File: src/rtl/xrv_dbus_arb_if.sv
// Bundle of both master ports and the shared slave port of the data-bus arbiter.
// The slave modport is the arbiter's view; the master modport is the surrounding environment.
interface xrv_dbus_arb_if;
    logic [31:0] m0_addr;
    logic        m0_wr_req;
    logic [3:0]  m0_be;
    logic [31:0] m0_wr_data;
    logic        m0_wr_ready;
    logic        m0_rd_req;
    logic        m0_rd_ready;
    logic [31:0] m0_rd_data;
    logic        m0_err;

    logic [31:0] m1_addr;
    logic        m1_wr_req;
    logic [3:0]  m1_be;
    logic [31:0] m1_wr_data;
    logic        m1_wr_ready;
    logic        m1_rd_req;
    logic        m1_rd_ready;
    logic [31:0] m1_rd_data;
    logic        m1_err;

    logic [31:0] s_addr;
    logic [3:0]  s_be;
    logic [31:0] s_wr_data;
    logic        s_wr_req;
    logic        s_rd_req;
    logic        s_wr_ready;
    logic        s_rd_ready;
    logic [31:0] s_rd_data;

    modport slave (
        input  m0_addr, m0_wr_req, m0_be, m0_wr_data, m0_rd_req,
        output m0_wr_ready, m0_rd_ready, m0_rd_data, m0_err,
        input  m1_addr, m1_wr_req, m1_be, m1_wr_data, m1_rd_req,
        output m1_wr_ready, m1_rd_ready, m1_rd_data, m1_err,
        output s_addr, s_be, s_wr_data, s_wr_req, s_rd_req,
        input  s_wr_ready, s_rd_ready, s_rd_data
    );

    modport master (
        output m0_addr, m0_wr_req, m0_be, m0_wr_data, m0_rd_req,
        input  m0_wr_ready, m0_rd_ready, m0_rd_data, m0_err,
        output m1_addr, m1_wr_req, m1_be, m1_wr_data, m1_rd_req,
        input  m1_wr_ready, m1_rd_ready, m1_rd_data, m1_err,
        input  s_addr, s_be, s_wr_data, s_wr_req, s_rd_req,
        output s_wr_ready, s_rd_ready, s_rd_data
    );
endinterface

File: src/rtl/xrv_dbus_arb.sv
// Two-master arbiter for the core data bus: one outstanding transfer, grant held until the
// slave completes, the master withdraws, or the grant times out with an error completion.
module xrv_dbus_arb #(
    parameter bit RR_EN   = 1'b1,
    parameter int TIMEOUT = 255,
    parameter int TO_W    = 8
) (
    input  logic          clk,
    input  logic          rstb,
    xrv_dbus_arb_if.slave bus
);

    typedef enum logic [1:0] {
        IDLE = 2'd0,
        GNT0 = 2'd1,
        GNT1 = 2'd2
    } state_t;

    localparam bit            TO_EN   = (TIMEOUT != 0);
    localparam logic [TO_W-1:0] TO_LAST = TO_W'((TIMEOUT > 0) ? TIMEOUT - 1 : 0);
    localparam logic [31:0]   TO_DATA = 32'hDEAD_BEEF;

    state_t          state;
    logic            last_m1;
    logic [TO_W-1:0] to_cnt;

    logic        m0_req, m1_req;
    logic        in_gnt;
    logic        k_wr_req, k_rd_req, k_req;
    logic        done_ok, to_hit;
    logic        cpl_wr, cpl_rd;
    logic [31:0] cpl_data;

    assign m0_req   = bus.m0_wr_req | bus.m0_rd_req;
    assign m1_req   = bus.m1_wr_req | bus.m1_rd_req;
    assign in_gnt   = (state == GNT0) || (state == GNT1);
    assign k_wr_req = (state == GNT1) ? bus.m1_wr_req : bus.m0_wr_req;
    assign k_rd_req = (state == GNT1) ? bus.m1_rd_req : bus.m0_rd_req;
    assign k_req    = k_wr_req | k_rd_req;

    // Slave completions only count for the request type the granted master actually raised.
    assign done_ok  = in_gnt && ((bus.s_wr_ready && k_wr_req) || (bus.s_rd_ready && k_rd_req));
    assign to_hit   = TO_EN && in_gnt && k_req && !done_ok && (to_cnt == TO_LAST);

    assign cpl_wr   = k_wr_req && (bus.s_wr_ready || to_hit);
    assign cpl_rd   = k_rd_req && (bus.s_rd_ready || to_hit);
    assign cpl_data = to_hit ? TO_DATA :
                      (k_rd_req && bus.s_rd_ready) ? bus.s_rd_data : 32'h0;

    always_comb begin
        bus.s_addr      = 32'h0;
        bus.s_be        = 4'h0;
        bus.s_wr_data   = 32'h0;
        bus.s_wr_req    = 1'b0;
        bus.s_rd_req    = 1'b0;
        bus.m0_wr_ready = 1'b0;
        bus.m0_rd_ready = 1'b0;
        bus.m0_rd_data  = 32'h0;
        bus.m0_err      = 1'b0;
        bus.m1_wr_ready = 1'b0;
        bus.m1_rd_ready = 1'b0;
        bus.m1_rd_data  = 32'h0;
        bus.m1_err      = 1'b0;
        case (state)
            GNT0: begin
                bus.s_addr      = bus.m0_addr;
                bus.s_be        = bus.m0_be;
                bus.s_wr_data   = bus.m0_wr_data;
                bus.s_wr_req    = bus.m0_wr_req;
                bus.s_rd_req    = bus.m0_rd_req;
                bus.m0_wr_ready = cpl_wr;
                bus.m0_rd_ready = cpl_rd;
                bus.m0_rd_data  = cpl_data;
                bus.m0_err      = to_hit;
            end
            GNT1: begin
                bus.s_addr      = bus.m1_addr;
                bus.s_be        = bus.m1_be;
                bus.s_wr_data   = bus.m1_wr_data;
                bus.s_wr_req    = bus.m1_wr_req;
                bus.s_rd_req    = bus.m1_rd_req;
                bus.m1_wr_ready = cpl_wr;
                bus.m1_rd_ready = cpl_rd;
                bus.m1_rd_data  = cpl_data;
                bus.m1_err      = to_hit;
            end
            default: ;
        endcase
    end

    // last_m1 resets high so M0 wins the first tie after reset.
    always_ff @(posedge clk or negedge rstb) begin
        if (!rstb) begin
            state   <= IDLE;
            last_m1 <= 1'b1;
            to_cnt  <= '0;
        end else begin
            case (state)
                IDLE: begin
                    to_cnt <= '0;
                    if (m0_req && (!m1_req || !RR_EN || last_m1)) begin
                        state <= GNT0;
                    end else if (m1_req) begin
                        state <= GNT1;
                    end
                end
                GNT0, GNT1: begin
                    if (!k_req || done_ok || to_hit) begin
                        state   <= IDLE;
                        last_m1 <= (state == GNT1);
                        to_cnt  <= '0;
                    end else begin
                        to_cnt <= to_cnt + TO_W'(1);
                    end
                end
                default: begin
                    state  <= IDLE;
                    to_cnt <= '0;
                end
            endcase
        end
    end

endmodule

File: src/flat_wrapper.sv
// flat-port wrapper written by rule: the top's interface ports become plain ports
module xrv_dbus_arb_flat 
#(
    parameter bit RR_EN   = 1'b1,
    parameter int TIMEOUT = 255,
    parameter int TO_W    = 8
)
  (clk, rstb, bus_m0_addr, bus_m0_wr_req, bus_m0_be, bus_m0_wr_data, bus_m0_rd_req, bus_m0_wr_ready, bus_m0_rd_ready, bus_m0_rd_data, bus_m0_err, bus_m1_addr, bus_m1_wr_req, bus_m1_be, bus_m1_wr_data, bus_m1_rd_req, bus_m1_wr_ready, bus_m1_rd_ready, bus_m1_rd_data, bus_m1_err, bus_s_addr, bus_s_be, bus_s_wr_data, bus_s_wr_req, bus_s_rd_req, bus_s_wr_ready, bus_s_rd_ready, bus_s_rd_data);
  xrv_dbus_arb_if bus_i ();
  input  logic clk;
  input  logic rstb;
  input wire logic [$bits(bus_i.m0_addr)-1:0] bus_m0_addr;
  input wire logic [$bits(bus_i.m0_wr_req)-1:0] bus_m0_wr_req;
  input wire logic [$bits(bus_i.m0_be)-1:0] bus_m0_be;
  input wire logic [$bits(bus_i.m0_wr_data)-1:0] bus_m0_wr_data;
  input wire logic [$bits(bus_i.m0_rd_req)-1:0] bus_m0_rd_req;
  output wire logic [$bits(bus_i.m0_wr_ready)-1:0] bus_m0_wr_ready;
  output wire logic [$bits(bus_i.m0_rd_ready)-1:0] bus_m0_rd_ready;
  output wire logic [$bits(bus_i.m0_rd_data)-1:0] bus_m0_rd_data;
  output wire logic [$bits(bus_i.m0_err)-1:0] bus_m0_err;
  input wire logic [$bits(bus_i.m1_addr)-1:0] bus_m1_addr;
  input wire logic [$bits(bus_i.m1_wr_req)-1:0] bus_m1_wr_req;
  input wire logic [$bits(bus_i.m1_be)-1:0] bus_m1_be;
  input wire logic [$bits(bus_i.m1_wr_data)-1:0] bus_m1_wr_data;
  input wire logic [$bits(bus_i.m1_rd_req)-1:0] bus_m1_rd_req;
  output wire logic [$bits(bus_i.m1_wr_ready)-1:0] bus_m1_wr_ready;
  output wire logic [$bits(bus_i.m1_rd_ready)-1:0] bus_m1_rd_ready;
  output wire logic [$bits(bus_i.m1_rd_data)-1:0] bus_m1_rd_data;
  output wire logic [$bits(bus_i.m1_err)-1:0] bus_m1_err;
  output wire logic [$bits(bus_i.s_addr)-1:0] bus_s_addr;
  output wire logic [$bits(bus_i.s_be)-1:0] bus_s_be;
  output wire logic [$bits(bus_i.s_wr_data)-1:0] bus_s_wr_data;
  output wire logic [$bits(bus_i.s_wr_req)-1:0] bus_s_wr_req;
  output wire logic [$bits(bus_i.s_rd_req)-1:0] bus_s_rd_req;
  input wire logic [$bits(bus_i.s_wr_ready)-1:0] bus_s_wr_ready;
  input wire logic [$bits(bus_i.s_rd_ready)-1:0] bus_s_rd_ready;
  input wire logic [$bits(bus_i.s_rd_data)-1:0] bus_s_rd_data;
  assign bus_i.m0_addr = bus_m0_addr;
  assign bus_i.m0_wr_req = bus_m0_wr_req;
  assign bus_i.m0_be = bus_m0_be;
  assign bus_i.m0_wr_data = bus_m0_wr_data;
  assign bus_i.m0_rd_req = bus_m0_rd_req;
  assign bus_m0_wr_ready = bus_i.m0_wr_ready;
  assign bus_m0_rd_ready = bus_i.m0_rd_ready;
  assign bus_m0_rd_data = bus_i.m0_rd_data;
  assign bus_m0_err = bus_i.m0_err;
  assign bus_i.m1_addr = bus_m1_addr;
  assign bus_i.m1_wr_req = bus_m1_wr_req;
  assign bus_i.m1_be = bus_m1_be;
  assign bus_i.m1_wr_data = bus_m1_wr_data;
  assign bus_i.m1_rd_req = bus_m1_rd_req;
  assign bus_m1_wr_ready = bus_i.m1_wr_ready;
  assign bus_m1_rd_ready = bus_i.m1_rd_ready;
  assign bus_m1_rd_data = bus_i.m1_rd_data;
  assign bus_m1_err = bus_i.m1_err;
  assign bus_s_addr = bus_i.s_addr;
  assign bus_s_be = bus_i.s_be;
  assign bus_s_wr_data = bus_i.s_wr_data;
  assign bus_s_wr_req = bus_i.s_wr_req;
  assign bus_s_rd_req = bus_i.s_rd_req;
  assign bus_i.s_wr_ready = bus_s_wr_ready;
  assign bus_i.s_rd_ready = bus_s_rd_ready;
  assign bus_i.s_rd_data = bus_s_rd_data;
  xrv_dbus_arb #(.RR_EN(RR_EN), .TIMEOUT(TIMEOUT), .TO_W(TO_W)) u_core (.clk(clk), .rstb(rstb), .bus(bus_i));
endmodule
File: config.mk
export PLATFORM = sky130hd
export DESIGN_NAME = xrv_dbus_arb_flat
export DESIGN_NICKNAME = d
export VERILOG_FILES = /design/src/rtl/xrv_dbus_arb_if.sv /design/src/rtl/xrv_dbus_arb.sv /design/src/flat_wrapper.sv
export SDC_FILE = /design/constraint.sdc
export NUM_CORES = 1
export LEC_CHECK = 0
export ABC_AREA = 1
export ABC_CLOCK_PERIOD_IN_PS = 1650
export CAP_MARGIN = 20
export CELL_PAD_IN_SITES_DETAIL_PLACEMENT = 1
export CELL_PAD_IN_SITES_GLOBAL_PLACEMENT = 2
export CORE_MARGIN = 8
export CORE_UTILIZATION = 10
export CTS_BUF_LIST = sky130_fd_sc_hd__clkbuf_2
export CTS_CLUSTER_DIAMETER = 120
export DETAILED_ROUTE_END_ITERATION = 6
export GPL_ROUTABILITY_DRIVEN = 0
export HOLD_SLACK_MARGIN = 0.15
export PLACE_DENSITY = 0.93
export SYNTH_ARGS = -nofsm -noshare
export SYNTH_HDL_FRONTEND = slang
export SYNTH_SLANG_ARGS = --single-unit
File: constraint.sdc
create_clock -name clk -period 1.65 [get_ports clk]
set_input_delay 0.165 -clock clk [delete_from_list [all_inputs] [get_ports clk]]
set_output_delay 0.165 -clock clk [all_outputs]
set_load 0.02 [all_outputs]
==> metrics.txt, run 1 <==
synthesized area=around 0.0023 mm²; crit-path cells=ha_4, inv_4, nand2_2, nand3_2, nand2_4, nand2_4, nand4_4, buf_12, buf_4, buf_16, a21oi_4, buf_6; Pre-antenna DRT Iters=4; Clk Tree Root Cell=clkbuf_2; RR Endpoint=u_core.to_cnt[5]$_DFF_PN0_; Die Height=between 150 and 200 µm; Rows=between 50 and 60; setup ws final=-0.646 ns; Hold WC Path Type=in2async; Setup CP Type=reg2out; Die X=~170 µm; initial antenna violation count=1; Crit path arrival time=roughly 2.1 ns; final setup fails=151; Max Fclk=~440 MHz; Worst Reg-to-Reg Cells=10; GRT Residual Overflow=0; vias in the first global route=around 5.3k; area delta synth->final=305%; Slew @ Worst Pin=0.538 ns; Core Region=~0.023 mm²; RSZ-0062 raised after global routing=yes; drt drc=0; Power Total=11.9 mW; Die ar.=between 0.02 and 0.03 mm²; Routed wire per std cell=around 21 µm; H-Tree Level Count=1; largest net degree at the start of global routing=20; Worst-Skew Late Latency=approximately 0.27 ns; final net count=roughly 1.0k; CP Max Fanout=8; Worst path max stage delay=roughly 0.45 ns; pre-CTS setup slack=-0.725 ns; Starting Density=between 10% and 20%; Tmin final=between 2 and 2.5 ns; Yosys reg bits=11; P_leak=roughly 3.6 nW; Max VDD drop=0.637 mV; Synth area leaders=nand2_1, a21oi_1, dfrtp_1, clkbuf_1, a21oi_2; Ports=around 320; startpoint types=flop; CP bufs+invs=5; Post-CTS Hold Buffers=0; Routed WL=~24 mm; skew final=just under 0.01 ns; GR Util All Layers=between 10% and 20%; syn_nets=between 600 and 700; initial DRC count=140; area leader, netlist=nand2_1; number of synthesis warnings=0; crit-path leading delay family=buffers and inverters; R2R Path Start=u_core.state[1]$_DFFE_PN0P_; maxcap violations=0; TritonCTS buffer count=3; post-synthesis sequential area ratio=between 10% and 20%; failing checks=setup timing; Max clock buf depth=2; clock tree sinks=11; CTS tree=built; hold_ws=between 0.2 and 0.25 ns; Final period util=139%; Synth Area per Inst=around 5.1 µm²; Synth top area share=approximately 31%; global-route wire length before repair=30.8 mm; Most Frequent Cell on Critical Path=nand2_4; outcome=finished, violations left; CP Capture Type=output pin; clock-pin slew on the worst setup and hold paths=between 0.1 and 0.15 ns; fraction of layout cells with a size suffix above 1=59.3%; Slew HR=~64%; Avg Vias per Cell=between 4 and 5; PD cells=~1300 mW/mm²; dpl hpwl=approximately 15 mm; slowest stage cell on the critical path=dfrtp_1; Pins Over Slew Limit=0; port bufs=315; Netlist cell types=23; Reg2Reg Setup Slack=-0.17 ns; final hold viol count=0; Syn Inst Count=approximately 450; Vias=4,820; post-route ant nets=0; WP data required=roughly 1.5 ns
[layer usage]
metal	vias to the layer above	global-route usage (%)	share of wire, %
li1	2287	-	-
met1	2320	14.4	36
met2	189	27.1	55
met3	24	4.30	6.0
met4	0	3.30	2.0
met5	-	0	0
[per-stage QoR]
step	util, %	cells	area, µm²	setup TNS [ns]
final	41.2	1150	9260	-71.74
after global routing	41.2	1150	9260	-84.06
after CTS	33.5	1121	7530	-63.51
after detailed placement	28.6	1067	6430	-81.49
after global placement	28.6	1067	6430	-77.51
after floorplan	-	445	2530	-11.80
[registers in the layout, summed over array words and instances (netlist names)]
name            count
u_core.last_m1      1
u_core.state        2
u_core.to_cnt       8
[worst register-to-register path: cells and delay by family, from the launching register on]
family                     cells  cell delay (ns)
DFF                            1             0.45
adders and majority gates      1             0.22
and+or+nand+nor                5             0.57
buffers and inverters          4             0.52
[cell usage in the layout, fill, tap and decap left out, types with 8 or more instances in the layout]
| master | netlist | final |
|---|---|---|
| nand2_1 | 188 | 121 |
| buf_4 | 1 | 78 |
| buf_16 | 0 | 10 |
| nor2_1 | 18 | 10 |
| buf_12 | 0 | 30 |
| a21oi_2 | 10 | 37 |
| nor3_4 | 0 | 12 |
| nand3_1 | 9 | 8 |
| dfrtp_1 | 10 | 10 |
| nand2_2 | 2 | 46 |
| buf_6 | 5 | 140 |
| clkbuf_16 | 0 | 8 |
| a21oi_4 | 0 | 85 |
| inv_1 | 23 | 20 |
| nand2_4 | 1 | 24 |
| buf_8 | 0 | 12 |
| clkdlybuf4s50_1 | 0 | 175 |
[layout make-up]
class | count | area (µm²)
multi-input combinational | 370 | 3300
timing repair buffer | 453 | 5170
antenna | 1 | 2.50
tap | 285 | 357
clock buffer | 4 | 20.0
inverter | 26 | 138
sequential | 11 | 277
fill | 2524 | 13200
[cell usage after synthesis (all sizes together)]
| library cell | instances |
|---|---|
| clkbuf | 26 |
| a21oi | 123 |
| nand3 | 10 |
| nand4 | 2 |
| xnor2 | 2 |
| buf | 12 |
| dfstp | 1 |
| ha | 5 |
| xor2 | 2 |
| nor3 | 17 |
| nor2 | 18 |
| inv | 26 |
| nand2 | 191 |
| dfrtp | 10 |
[repair_timing]
action,in CTS,in global routing
pin swaps,16,31
resized for setup,874,308
setup endpoints to repair,150,150
cloned,12,8
buffers inserted,38,29
hold endpoints to repair,0,0
[worst max-delay path by stage]
stage	start	end	slack, ns	cells after the start
floorplan	u_core.state[0]$_DFFE_PN0P_	bus_m0_rd_data[0]	-0.22	10
global placement	bus_m0_wr_req	bus_m1_rd_data[25]	-0.72	9
detailed placement	u_core.state[0]$_DFFE_PN0P_	bus_m1_rd_data[16]	-0.72	10
CTS	u_core.state[1]$_DFFE_PN0P_	bus_m1_rd_data[5]	-0.62	10
global route	u_core.state[1]$_DFFE_PN0P_	bus_m0_rd_data[13]	-0.74	12
finish	u_core.state[1]$_DFFE_PN0P_	bus_m0_rd_data[13]	-0.65	12
[power by group]
group          switching, mW  total (mW)  leakage (nW)  internal (mW)
logic                   5.77        11.4          3.42           5.64
clock network         0.0903       0.155        0.0166         0.0644
registers             0.0340       0.348         0.147          0.314
[logic make-up after synthesis]
logic type,Yosys count,synth area share (%)
simple gates,238,42.6
compound gates,123,28.6
buf+inv,64,12.5
flops,11,12.1
fa+ha+maj,5,2.74
xor+xnor,4,1.53
Power figures use the tool's default switching activity.
==> inputs of run 2 (changes only) <==
--- a/config.mk
+++ b/config.mk
@@ -18,6 +18,9 @@
 export GPL_ROUTABILITY_DRIVEN = 0
 export HOLD_SLACK_MARGIN = 0.15
 export PLACE_DENSITY = 0.93
+export SETUP_SLACK_MARGIN = 0.4
+export SLEW_MARGIN = 40
 export SYNTH_ARGS = -nofsm -noshare
 export SYNTH_HDL_FRONTEND = slang
 export SYNTH_SLANG_ARGS = --single-unit
+export TNS_END_PERCENT = 10
==> metrics.txt, run 2 (synthesis gave the netlist of run 1 again) <==
Max clock buf depth=2; Clock Power Share=between 2 and 2.5%; area delta synth->final=202%; vias in the first global route=4,799; global-route wire length before repair=27.1 mm; Crit path arrival time=around 2.1 ns; placed cell areas=about 0.0063 mm²; Metal-1 WL=approximately 7.8 mm; setup ws final=-0.588 ns; internal power=between 3 and 4 mW; RSZ-0062 raised after global routing=yes; Routed WL=18.5 mm; Post-CTS Hold Buffers=0; largest net degree at the start of global routing=a little over 40; Hold WC Path Type=in2async; CP Capture Type=output pin; R2R Path Start=u_core.state[0]$_DFFE_PN0P_; Tmin final=around 2.2 ns; Die X=around 170 µm; Rows=between 50 and 60; dpl cells=1,065; top flop regs=u_core.to_cnt (8), u_core.state (2), u_core.last_m1 (1); Comb power frac=between 90% and 100%; CTS tree=built; met2 WL=9.04 mm; final setup fails=148; P_leak=2.69 nW; Final period util=136%; final hold viol count=0; post-route ant nets=0; Clk Tree Root Cell=clkbuf_2; PD cells=1000 mW/mm²; Max Fclk=447 MHz; antenna cells=0; Slew @ Worst Pin=approximately 0.5 ns; Avg Vias per Cell=between 4 and 5; Layout Cells excl Fill=between 1k and 1.5k; WL met3=1.47 mm; Die Height=around 170 µm; Ports=316; aggregate negative setup slack=-59.50 ns; clock-pin slew on the worst setup and hold paths=between 0.1 and 0.15 ns; commonest non-fill, non-tap cell in the layout=nand2_1; H-Tree Level Count=1; GRT Residual Overflow=0; Switching Share=approximately 54%; maxcap violations=0; Worst-Skew Late Latency=approximately 0.26 ns; startpoint types=flop; WP data required=approximately 1.5 ns; Starting Density=10.2%; max reg flops=8; Critical Path Start=u_core.state[1]$_DFFE_PN0P_; Setup CP Type=reg2out; initial DRC count=about 120; skew final=approximately 0.0065 ns; Power Total=just under 7 mW; initial antenna violation count=0; fraction of layout cells with a size suffix above 1=between 30% and 40%; Seq pwr share=under 10%; failing checks=setup timing; TritonCTS buffer count=3; post-layout instance area=between 0.006 and 0.007 mm²; clock tree sinks=11; Psw=between 3 and 4 mW; Max VDD drop=between 0.5 and 0.6 mV; dpl hpwl=about 15 mm; Die ar.=0.0279 mm²; Pins Over Slew Limit=0; CP Max Fanout=10; hold_ws=approximately 0.23 ns; GR Util All Layers=approximately an eighth; outcome=finished, violations left; Core Region=between 0.02 and 0.025 mm²; final net count=~980; Vias=roughly 4.4k; Routed wire per std cell=approximately 17 µm; Pre-antenna DRT Iters=4; port bufs=between 300 and 400; drt drc=0; Top Metal Used=met4; Slew HR=between 60% and 70%; most flop-heavy register=u_core.to_cnt; commonest non-fill, non-tap cells in the layout=nand2_1, clkdlybuf4s50_1, buf_4
run 2: timing repair:
action / CTS / global route
pin swaps: 0 / 4
setup endpoints to repair: 151 / 151
cloned: 0 / 6
gates resized for setup: 686 / 124
buffers inserted: 1 / 2
run 2: through the flow:
stage | setup WS [ns] | util (%)
after CTS | -0.625 | 27.6
final | -0.588 | 30.6
after detailed placement | -0.793 | 28.1
after global placement | -0.753 | 28.1
after floorplan | -0.218 | -
after global routing | -0.717 | 30.6
run 2: final cells by class:
class | count | area (µm²)
Tap cell | 285 | 357
Multi-Input combinational cell | 370 | 2320
Timing Repair Buffer | 382 | 3810
Inverter | 26 | 103
Fill cell | 2713 | 15600
Clock buffer | 4 | 20.0
Sequential cell | 11 | 277
run 2: metal layers:
| metal | up-vias | global-route usage, % |
|---|---|---|
| met1 | 2030 | 14.4 |
| met4 | 0 | 1.40 |
| met5 | - | 0 |
| met2 | 214 | 21.1 |
| met3 | 8 | 3.76 |
| li1 | 2133 | - |
run 2: worst paths after layout:
path | to | slack [ns] | cells after the start
max | bus_m0_rd_data[6] | -0.59 | 11
min | u_core.to_cnt[1]$_DFF_PN0_ | 0.23 | 1
min in group clk | u_core.last_m1$_DFFE_PN1P_ | 0.48 | 2
min reg2reg | u_core.last_m1$_DFFE_PN1P_ | 0.48 | 2
max in group asynchronous | u_core.last_m1$_DFFE_PN1P_ | 1.07 | 1
max reg2reg | u_core.to_cnt[5]$_DFF_PN0_ | -0.06 | 10
run 2: power groups by stage:
stage	combinational [mW]	clock, mW	sequential [mW]
2_1_floorplan	2.73	0	0.342
3_3_place_gp	5.87	0	0.339
3_5_place_dp	5.90	0	0.341
4_1_cts	5.99	0.165	0.343
5_1_grt	6.94	0.173	0.350
6_report	6.42	0.152	0.343
run 2: critical path, stage by stage, from the launching register on:
cell,delay (ns)
dfrtp_1,0.44
ha_4,0.21
inv_2,0.07
nand2_2,0.08
nand3_4,0.11
nand2_2,0.07
nand2_2,0.09
nand4_4,0.11
buf_12,0.17
buf_6,0.15
a21oi_2,0.13
buf_4,0.16
